===== config.mk =====
export PLATFORM = sky130hd
export DESIGN_NAME = controller_sequencer
export DESIGN_NICKNAME = d
export VERILOG_FILES = /design/src/rtl/controller_sequencer.sv
export SDC_FILE = /design/constraint.sdc
export NUM_CORES = 1
export LEC_CHECK = 0
export CORE_AREA = 5 5 46 48
export CTS_CLUSTER_DIAMETER = 60
export DETAILED_ROUTE_END_ITERATION = 8
export DIE_AREA = 0 0 51 53
export PLACE_DENSITY_LB_ADDON = 0.3
export SYNTH_ARGS = -nofsm -noshare
export SYNTH_HDL_FRONTEND = slang
export SYNTH_SLANG_ARGS = --single-unit

===== constraint.sdc =====
create_clock -name clk -period 1.5 [get_ports clk]
set_clock_uncertainty 0.05 [all_clocks]
set_input_delay 0.3 -clock clk [delete_from_list [all_inputs] [get_ports clk]]
set_output_delay 0.3 -clock clk [all_outputs]
set_load 0.01 [all_outputs]

===== src/rtl/controller_sequencer.sv =====
// controller_sequencer: SAP-1 control unit, one-hot T1..T6 ring with opcode decode
module controller_sequencer #(
  parameter int OP_W = 4,
  parameter logic [OP_W-1:0] OP_LDA = 4'b0000,
  parameter logic [OP_W-1:0] OP_ADD = 4'b0001,
  parameter logic [OP_W-1:0] OP_SUB = 4'b0010,
  parameter logic [OP_W-1:0] OP_OUT = 4'b1110,
  parameter logic [OP_W-1:0] OP_HLT = 4'b1111
) (
  input  logic            clk,
  input  logic            clr,
  input  logic [OP_W-1:0] opcode,
  output logic            cp,
  output logic            ep,
  output logic            lm,
  output logic            ce,
  output logic            li,
  output logic            ei,
  output logic            la,
  output logic            ea,
  output logic            su,
  output logic            eu,
  output logic            lb,
  output logic            lo,
  output logic            hlt,
  output logic [5:0]      t_state
);
  typedef enum logic [5:0] {
    T1 = 6'b000001,
    T2 = 6'b000010,
    T3 = 6'b000100,
    T4 = 6'b001000,
    T5 = 6'b010000,
    T6 = 6'b100000
  } ring_t;
  ring_t state, state_n;
  logic hlt_n;
  logic t1, t2, t3, t4, t5, t6;
  logic lda, add, sub, out, mem_op, alu_op;
  always_ff @(posedge clk or posedge clr)
    if (clr) begin
      state <= T1;
      hlt   <= 1'b0;
    end else begin
      state <= state_n;
      hlt   <= hlt_n;
    end
  // Any non-one-hot ring value falls through to T1 via the default arm.
  always_comb begin
    state_n = T1;
    hlt_n   = hlt;
    if (hlt)
      state_n = state;
    else if (state == T4 && opcode == OP_HLT) begin
      state_n = state;
      hlt_n   = 1'b1;
    end else
      case (state)
        T1:      state_n = T2;
        T2:      state_n = T3;
        T3:      state_n = T4;
        T4:      state_n = T5;
        T5:      state_n = T6;
        default: state_n = T1;
      endcase
  end
  assign t1 = ~hlt & (state == T1);
  assign t2 = ~hlt & (state == T2);
  assign t3 = ~hlt & (state == T3);
  assign t4 = ~hlt & (state == T4);
  assign t5 = ~hlt & (state == T5);
  assign t6 = ~hlt & (state == T6);
  assign lda    = opcode == OP_LDA;
  assign add    = opcode == OP_ADD;
  assign sub    = opcode == OP_SUB;
  assign out    = opcode == OP_OUT;
  assign alu_op = add | sub;
  assign mem_op = lda | alu_op;
  assign ep = t1;
  assign cp = t2;
  assign li = t3;
  assign lm = t1 | (t4 & mem_op);
  assign ce = t3 | (t5 & mem_op);
  assign ei = t4 & mem_op;
  assign ea = t4 & out;
  assign lo = t4 & out;
  assign la = (t5 & lda) | (t6 & alu_op);
  assign lb = t5 & alu_op;
  assign eu = t6 & alu_op;
  assign su = t6 & sub;
  assign t_state = state;
endmodule

==> run metrics, run 1 <==
status=complete, but fails checks; violated checks=negative setup slack; number of I/O port buffers=24; worst-case clock buffer depth=2; CTS H-Tree Depth=1; Synth Instances=67; row cnt=15; setup slack after layout=-0.508 ns; Num CTS Buffers=3; design area=1320 um^2; layout cell share with drive strength beyond 1=0.693; Arrival @ worst endpoint=1.66 ns; CTS tree=yes; initial DRC count=15; Synth top area share=0.270; Synth Net Count=73; first-pass GRT wire length=4.11 mm; Tmin final=2.01 ns; startpoint types=flip-flop; top cells by count, synth=nand2_1 (11), nor2_1 (8), dfrtp_1 (6); HP Class=input pin to async pin; drt drc=0; core area=1670 um^2; Detailed Routing Iterations Pass 1=4; Clock Pin Slew Worst Setup and Hold Paths=0.05 ns; Clock Latency Late Sink=0.25 ns; initial antenna violation count=0; dpl hpwl=1.49 mm; Ant. Diodes=0; met2 WL=1.41 mm; DP Area=997 um^2; total routed wirelength=2.50 mm; area of the mapped netlist=557 um^2; fmax=0.498 GHz; # clock sinks=7; DRT met1 WL=948 um; Req. time, crit path=1.15 ns; Avg Synthesized Cell Area=8.31 um^2; Leak=0.632 nW; EDFF count, synth=0; P per Cell Area=328 nW/um^2; Ports=25; relative slew slack=0.811; Worst Tran Pin Value=0.284 ns; final-report setup violation count=16; met3 routed WL=89 um; Fin Setup TNS=-5.45 ns; unrepaired setup endpoints after global routing=true; Synth warnings=0; fin nets=144; GRT Overall Usage=0.211; total power=0.000432 W; CTS Root Cell=clkbuf_4; largest net degree at the start of global routing=10; MaxCap Viol Count=0; die width=51 um; endpoints failing hold=0; # hold bufs at CTS=0; Final Cycle Share=1.34; vias per cell=5.14; Via Count=791; register area share after synthesis=0.317; post-route ant nets=0; Die Area=2700 um^2; critical path fanouts, max=2; Peak VDD IR=0.000544 V; RePlAce Congestion=0.813; Starting Density=0.333; DIE HEIGHT=53 um; count of cell types in the netlist=30; top cells by area, synth=dfrtp_1 (27%), nand2_1 (7.4%), nor2_1 (5.4%), dfstp_2 (4.7%), nor4_4 (3.8%); highest routed layer=met4; Post-synth ARST share=1.00; synthesized flop and latch total=7; Most used DFF post-synth=dfrtp_1; most frequent cell after synthesis=nand2_1; Setup crit end kind=primary output; critical path class=flip-flop to primary output; Synth area leader=dfrtp_1; vias in the first global route=882; max-slew violations=0; area growth from synthesis to layout=137%; grt ovf=0; per-cell routed wire length=16.2 um
[area by class of cell]
class / instances / area (um^2)
timing repair buffer: 72 / 596
multi-input combinational: 50 / 477
fill: 112 / 353
sequential: 7 / 183
clock buffer: 4 / 26.3
tap: 17 / 21.3
inverter: 4 / 15.0
[through the flow]
| stage | setup slack (ns) | util | hold slack, ns | std cells |
|---|---|---|---|---|
| global placement | -0.841 | 0.597 | 0.501 | 127 |
| CTS | -0.484 | 0.733 | 0.232 | 152 |
| global route | -0.592 | 0.789 | 0.270 | 154 |
| finish | -0.508 | 0.789 | 0.231 | 154 |
| detailed placement | -0.850 | 0.597 | 0.506 | 127 |
| floorplan | -0.223 | - | 0.0527 | 67 |
[state kept, by name (all words and copies together), names as in the netlist]
signal   cells
hlt          1
t_state      6
[cell usage in the layout (no fill, tap or decap), types with 2 or more instances in the layout]
cell type,synthesis,routed
inv_1,4,4
o211ai_1,2,2
buf_6,1,20
dfrtp_2,0,5
nor2_1,8,4
nand2_1,11,11
clkdlybuf4s15_1,0,2
nor4_4,1,4
nand3_2,0,3
dlygate4sd2_1,0,4
nor2_4,0,3
buf_4,1,32
buf_2,3,12
clkbuf_4,0,3
nor3_2,0,2
xor2_1,2,2
[per-layer routing]
metal | up-vias | GRT usage
met1 | 384 | 0.216
met3 | 6 | 0.0535
met5 | - | 0
met4 | 0 | 0.0852
met2 | 19 | 0.403
li1 | 382 | -
[critical path: stages (launching register included)]
cell,delay [ns]
dfrtp_1,0.43
buf_6,0.15
nor4_4,0.32
nand3_2,0.14
buf_4,0.17
o31ai_4,0.04
buf_2,0.16
[power by group]
part           internal (W)  switching (W)
logic             0.0000318      0.0000377
registers          0.000190     0.00000110
clock network      0.000102      0.0000703
[worst paths after layout]
kind | to | cells past startpoint | slack (ns) | from
max | lm | 6 | -0.51 | t_state[4]
min | hlt | 2 | 0.23 | clr
max reg2reg | t_state[0] | 6 | -0.20 | t_state[2]
min reg2reg | t_state[1] | 3 | 0.62 | t_state[1]
max in group asynchronous | t_state[0] | 2 | 0.90 | clr
min in group clk | hlt | 4 | 0.60 | opcode[1]
[timing repair]
action	4_1_cts	5_1_grt
pin swaps	13	8
setup endpoints to repair	19	25
gates resized for setup	101	23
setup buffers	21	6
endpoints found under the hold margin	0	0
[cells by family (layout without fill, tap and decap cells)]
group / Yosys count / count (layout) / synth area share
compound gates: 10 / 10 / 0.155
xor+xnor: 2 / 2 / 0.0315
buf+inv: 10 / 80 / 0.0944
flops: 7 / 7 / 0.317
mux: 1 / 1 / 0.0180
simple gates: 37 / 37 / 0.384
No activity file was read; power rests on OpenSTA's default activity.
==> inputs of run 2 (changes only) <==
--- a/config.mk
+++ b/config.mk
@@ -5,10 +5,11 @@
 export SDC_FILE = /design/constraint.sdc
 export NUM_CORES = 1
 export LEC_CHECK = 0
-export CORE_AREA = 5 5 46 48
+export CORE_AREA = 5 5 44 46
 export CTS_CLUSTER_DIAMETER = 60
 export DETAILED_ROUTE_END_ITERATION = 8
-export DIE_AREA = 0 0 51 53
+export DIE_AREA = 0 0 49 51
+export GPL_ROUTABILITY_DRIVEN = 0
 export PLACE_DENSITY_LB_ADDON = 0.3
 export SYNTH_ARGS = -nofsm -noshare
 export SYNTH_HDL_FRONTEND = slang
==> constraint.sdc (replaced) <==
create_clock -name clk -period 1.97 [get_ports clk]
set_clock_uncertainty 0.05 [all_clocks]
set_input_delay 0.394 -clock clk [delete_from_list [all_inputs] [get_ports clk]]
set_output_delay 0.394 -clock clk [all_outputs]
set_load 0.01 [all_outputs]
==> run 2 against run 1 <==
  * The flow still finishes with violations (negative setup slack)
  * Setup slack better by 0.34 ns
  * Sequential cell count did not move
  * Core utilization down 1.6 points
  * Final cell count decreased by 11%
  * Via count down 12%
  * First-iteration DRC count down 60%
  * Highest routed layer unchanged
  * Wire length fell by 18%
==> run metrics, run 2 (synthesis results as in run 1) <==
status=complete, but fails checks; violated checks=negative setup slack; commonest non-fill, non-tap cell in the layout=buf_4; CTS Root Cell=clkbuf_4; Cell Int Power=0.000247 W (-23%); initial antenna violation count=0 (unchanged); worst-case clock buffer depth=2 (unchanged); number of I/O port buffers=24 (unchanged); Clock Latency Late Sink=0.26 ns (about the same); total routed wirelength=2.04 mm (-18%); row cnt=14 (-1); launch point of the worst path=t_state[2]; DP Cell Count=120 (-5.5%); Peak VDD IR=0.000394 V (-28%); Finished Layout Cells=137 (-11%); DIE HEIGHT=51 um (-3.8%); Clock power frac=0.402 (+0.004); die width=49 um (-3.9%); RR Startpoint=t_state[2]; Setup crit end kind=primary output; Ant. Diodes=0 (unchanged); Detailed Routing Iterations Pass 1=4 (unchanged); net switching power=0.0000845 W (-23%); Final Cycle Share=1.09; Req. time, crit path=1.53 ns (+0.38 ns); Gate power share=0.159 (-0.002); Sw Ratio=0.255 (+0.00232); setup slack after layout=-0.170 ns (+0.338 ns); final-report setup violation count=8 (-8); largest net degree at the start of global routing=10 (unchanged); Via Count=695 (-12%); max reg flops=6 (unchanged); relative slew slack=0.800 (-0.0104); grt ovf=0 (unchanged); Worst Tran Pin Value=0.297 ns (+0.0137 ns); layout cell share with drive strength beyond 1=0.579 (-0.115); P per Cell Area=292 nW/um^2 (-11%); startpoint types=flip-flop; # clock sinks=7 (unchanged); CTS tree=yes; flop2flop setup slack=0.23 ns (+0.43 ns); Tmin final=2.14 ns; Worst R2R End=t_state[0]; HP Class=input pin to async pin; endpoints failing hold=0 (unchanged); post-route ant nets=0 (unchanged); commonest cells after routing, fill and taps aside=buf_4 (28), nand2_1 (10), buf_2 (10); Die Area=2500 um^2 (-7.5%); vias per cell=5.07 (-1.2%); per-cell routed wire length=14.9 um (-8.3%); first-pass GRT wire length=3.22 mm (-22%); Ports=25 (unchanged); Num CTS Buffers=3 (unchanged); vias in the first global route=731 (-17%); worst reg2reg path depth=7 (+1); max-slew violations=0 (unchanged); Arrival @ worst endpoint=1.70 ns (+0.04 ns); Starting Density=0.378 (+0.0451); drt drc=0 (unchanged); CTS H-Tree Depth=1 (unchanged); Clock Pin Slew Worst Setup and Hold Paths=0.05 ns (about the same); area growth from synthesis to layout=104%; Hold Worst Slack=0.314 ns (+0.0833 ns); MaxCap Viol Count=0 (unchanged); unrepaired setup endpoints after global routing=true; Leak=0.553 nW (-12%); critical path class=flip-flop to primary output; initial DRC count=6 (-9); critical path fanouts, max=4 (+2); fmax=0.467 GHz; Reg power frac=0.438 (-0.004); fin nets=128 (-11%); dpl hpwl=1.32 mm (-12%); core area=1470 um^2 (-12%); GRT Overall Usage=0.170 (-0.0413)
[run 2: cell types whose count changed in the layout (fill, tap and decap cells not counted), moves of 2 or more]
cell	before	now
buf_6	20	3
nor2_1	4	6
buf_2	12	10
clkdlybuf4s50_1	1	6
buf_4	32	28
clkdlybuf4s15_1	2	0
nand3_2	3	1
[run 2: layer usage]
layer | wire length, um | vias to the layer above | global-route usage
li1 | - | 350 | -
met1 | 833 | 317 | 0.183
met2 | 1070 | 22 | 0.298
met3 | 85 | 6 | 0.0640
met4 | 53 | 0 | 0.0717
met5 | 0 | - | 0
[run 2: critical path: stages, from the launching register on]
cell	delay, ns
dfrtp_2	0.42
buf_12	0.13
nor4_4	0.27
buf_4	0.17
nand3b_4	0.10
o31ai_2	0.18
buf_2	0.16
[run 2: timing repair]
action / in CTS / in global routing
buffers inserted: 8 / 5
hold buffers: 0 / 0
resized for setup: 66 / 14
endpoints found under the setup margin: 12 / 13
pin swaps: 15 / 7
[run 2: power groups by stage]
| stage | Clock [W] | Combinational, W | Sequential (W) |
|---|---|---|---|
| 4_1_cts | 0.000140 | 0.0000516 | 0.000145 |
| 2_1_floorplan | 0 | 0.0000206 | 0.000148 |
| 3_5_place_dp | 0 | 0.0000445 | 0.000148 |
| 3_3_place_gp | 0 | 0.0000431 | 0.000148 |
| 6_report | 0.000133 | 0.0000529 | 0.000145 |
| 5_1_grt | 0.000149 | 0.0000572 | 0.000145 |
[run 2: worst max-delay path by stage]
stage	end	depth (start not counted)
2_1_floorplan	lo	4
3_3_place_gp	ce	5
3_5_place_dp	ce	5
4_1_cts	la	6
5_1_grt	lo	6
6_report	lm	6
[run 2: per-stage QoR]
step	power, W	area, um^2	TNS [ns]	setup slack [ns]	utilization
final	0.000332	1140	-0.868	-0.170	0.773
after global routing	0.000352	1140	-1.67	-0.271	0.773
after CTS	0.000337	1070	-0.654	-0.160	0.727
after detailed placement	0.000192	928	-4.61	-0.595	0.631
after global placement	0.000191	928	-4.29	-0.535	0.631
after floorplan	0.000169	563	0	0.0640	-
[run 2: area by class of cell]
cell class / count / area, um^2
clock buffers: 4 / 26.3
well taps: 16 / 20.0
fillers: 111 / 334
multi-input cells: 50 / 453
flip-flops and latches: 7 / 183
repair buffers: 56 / 440
inverters: 4 / 15.0
==> inputs of run 3 (changes only) <==
--- a/config.mk
+++ b/config.mk
@@ -11,6 +11,7 @@
 export DIE_AREA = 0 0 49 51
 export GPL_ROUTABILITY_DRIVEN = 0
 export PLACE_DENSITY_LB_ADDON = 0.3
+export RECOVER_POWER = 100
 export SYNTH_ARGS = -nofsm -noshare
 export SYNTH_HDL_FRONTEND = slang
 export SYNTH_SLANG_ARGS = --single-unit
==> run 3 against run 2 <==
  * The run still ends with negative setup slack left
  * Power down 0.12%
  * Critical path depth unchanged
  * Largest power group unchanged
  * Critical path type unchanged
  * Core utilization down 0.17 points
  * Sequential power about the same
==> run metrics, run 3 (synthesis results as in run 1) <==
Reg power frac=0.439 (about the same); Clock Latency Late Sink=0.26 ns (about the same); Num CTS Buffers=3 (unchanged); Clock power frac=0.403 (about the same); final-report setup violation count=8 (unchanged); P per Cell Area=292 nW/um^2 (+0.10%); # clock sinks=7 (unchanged); vias in the first global route=731 (unchanged); worst-case clock buffer depth=2 (unchanged); largest net degree at the start of global routing=10 (unchanged); layout cell share with drive strength beyond 1=0.579 (unchanged); Starting Density=0.378 (unchanged); core area=1470 um^2 (unchanged); commonest non-fill, non-tap cell in the layout=buf_4; # hold bufs at CTS=0 (unchanged); Gate power share=0.158 (about the same); relative slew slack=0.800 (about the same); setup slack after layout=-0.170 ns (-0.00000100 ns); row cnt=14 (unchanged); area growth from synthesis to layout=104%; final core area utilization=0.771 (-0.00170); die width=49 um (unchanged); unrepaired setup endpoints after global routing=true; commonest cells after routing, fill and taps aside=buf_4 (27), nand2_1 (10), buf_2 (10); HP Class=input pin to async pin; max-slew violations=0 (unchanged); Ports=25 (unchanged); CTS tree=yes; drt drc=0 (unchanged); Cell Int Power=0.000247 W (-0.16%); Detailed Routing Iterations Pass 1=4 (unchanged); net switching power=0.0000845 W (about the same); status=complete, but fails checks; initial antenna violation count=0 (unchanged); Setup crit end kind=primary output; Multi-input gate area=453 um^2 (unchanged); Ant. Diodes=0 (unchanged); violated checks=negative setup slack; initial DRC count=6 (unchanged); endpoints failing hold=0 (unchanged); DIE HEIGHT=51 um (unchanged); Clock Pin Slew Worst Setup and Hold Paths=0.05 ns (about the same); startpoint types=flip-flop; MaxCap Viol Count=0 (unchanged); Sw Ratio=0.255 (+0.000307); Arrival @ worst endpoint=1.70 ns (about the same); design area=1130 um^2 (-0.22%); fin nets=128 (unchanged); critical path class=flip-flop to primary output; vias per cell=5.07 (unchanged); GRT Overall Usage=0.170 (unchanged); Via Count=695 (unchanged); first-pass GRT wire length=3.22 mm (unchanged); total routed wirelength=2.04 mm (about the same); Die Area=2500 um^2 (unchanged); fmax=0.467 GHz (unchanged); CTS Root Cell=clkbuf_4; max reg flops=6 (unchanged); critical path fanouts, max=4 (unchanged); grt ovf=0 (unchanged); post-route ant nets=0 (unchanged); Leak=0.534 nW (-3.4%); fillers=111 (unchanged); dpl hpwl=1.32 mm (unchanged); Sequential Area=183 um^2 (unchanged); Req. time, crit path=1.53 ns (about the same); CTS H-Tree Depth=1 (unchanged); Peak VDD IR=0.000394 V (about the same); DP Area=928 um^2 (unchanged); number of I/O port buffers=24 (unchanged); Worst Tran Pin Value=0.297 ns (+0.00000405 ns); Tmin final=2.14 ns (+0.00000100 ns); Final Cycle Share=1.09 (about the same); per-cell routed wire length=14.9 um (about the same)
-- run 3: cell types whose count changed in the layout (fill, tap and decap cells not counted) --
| cell | delta |
|---|---|
| buf_4 | -1 |
| clkbuf_4 | +1 |
| clkdlybuf4s25_1 | +1 |
| clkdlybuf4s50_1 | -1 |
| dlygate4sd3_1 | +1 |
| dlymetal6s2s_1 | -1 |
-- run 3: cell type report --
class,instances,share of cell area
sequential,7,0.161
multi-input combinational,50,0.399
timing repair buffer,56,0.386
clock buffer,4,0.0232
inverter,4,0.0132
tap,16,0.0176
-- run 3: repair_timing --
action                     4_1_cts  5_1_grt
setup buffers                    8        5
cloned                           0        0
setup endpoints to repair       12       13
gates resized for setup         66       14
pin swaps                       15        7
-- run 3: per-stage QoR --
| stage | cells | TNS [ns] | worst slack (ns) | total power (W) | hold WS, ns |
|---|---|---|---|---|---|
| 2_1_floorplan | 67 | 0 | 0.0640 | 0.000169 | 0.147 |
| 3_3_place_gp | 120 | -4.29 | -0.535 | 0.000191 | 0.522 |
| 3_5_place_dp | 120 | -4.61 | -0.595 | 0.000192 | 0.524 |
| 4_1_cts | 132 | -0.654 | -0.160 | 0.000337 | 0.306 |
| 5_1_grt | 137 | -1.67 | -0.271 | 0.000351 | 0.481 |
| 6_report | 137 | -0.866 | -0.170 | 0.000331 | 0.451 |
-- run 3: power groups by stage --
stage           logic, W  clock network [W]  registers [W]
2_1_floorplan  0.0000206                  0       0.000148
3_3_place_gp   0.0000431                  0       0.000148
3_5_place_dp   0.0000445                  0       0.000148
4_1_cts        0.0000516           0.000140       0.000145
5_1_grt        0.0000568           0.000149       0.000145
6_report       0.0000525           0.000133       0.000145
-- run 3: routing by layer --
| layer | part of all wire | vias up | GRT usage |
|---|---|---|---|
| met5 | 0 | - | 0 |
| met4 | 0.026 | 0 | 0.0717 |
| met3 | 0.045 | 6 | 0.0640 |
| met2 | 0.52 | 22 | 0.298 |
| met1 | 0.41 | 317 | 0.183 |
| li1 | - | 350 | - |
-- run 3: critical path, cell delays in order, from the launching register on --
cell,delay [ns]
dfrtp_2,0.42
buf_12,0.13
nor4_4,0.27
buf_4,0.17
nand3b_4,0.10
o31ai_2,0.18
buf_2,0.16
-- run 3: path summary, 6_finish.rpt --
check | from | to | slack (ns) | cells after the start
max | t_state[2] | lm | -0.17 | 6
min | clr | t_state[4] | 0.45 | 2
max reg2reg | t_state[2] | t_state[0] | 0.23 | 7
min reg2reg | t_state[5] | t_state[5] | 0.61 | 3
max in group asynchronous | clr | t_state[0] | 1.15 | 2
min in group clk | t_state[5] | t_state[5] | 0.61 | 3
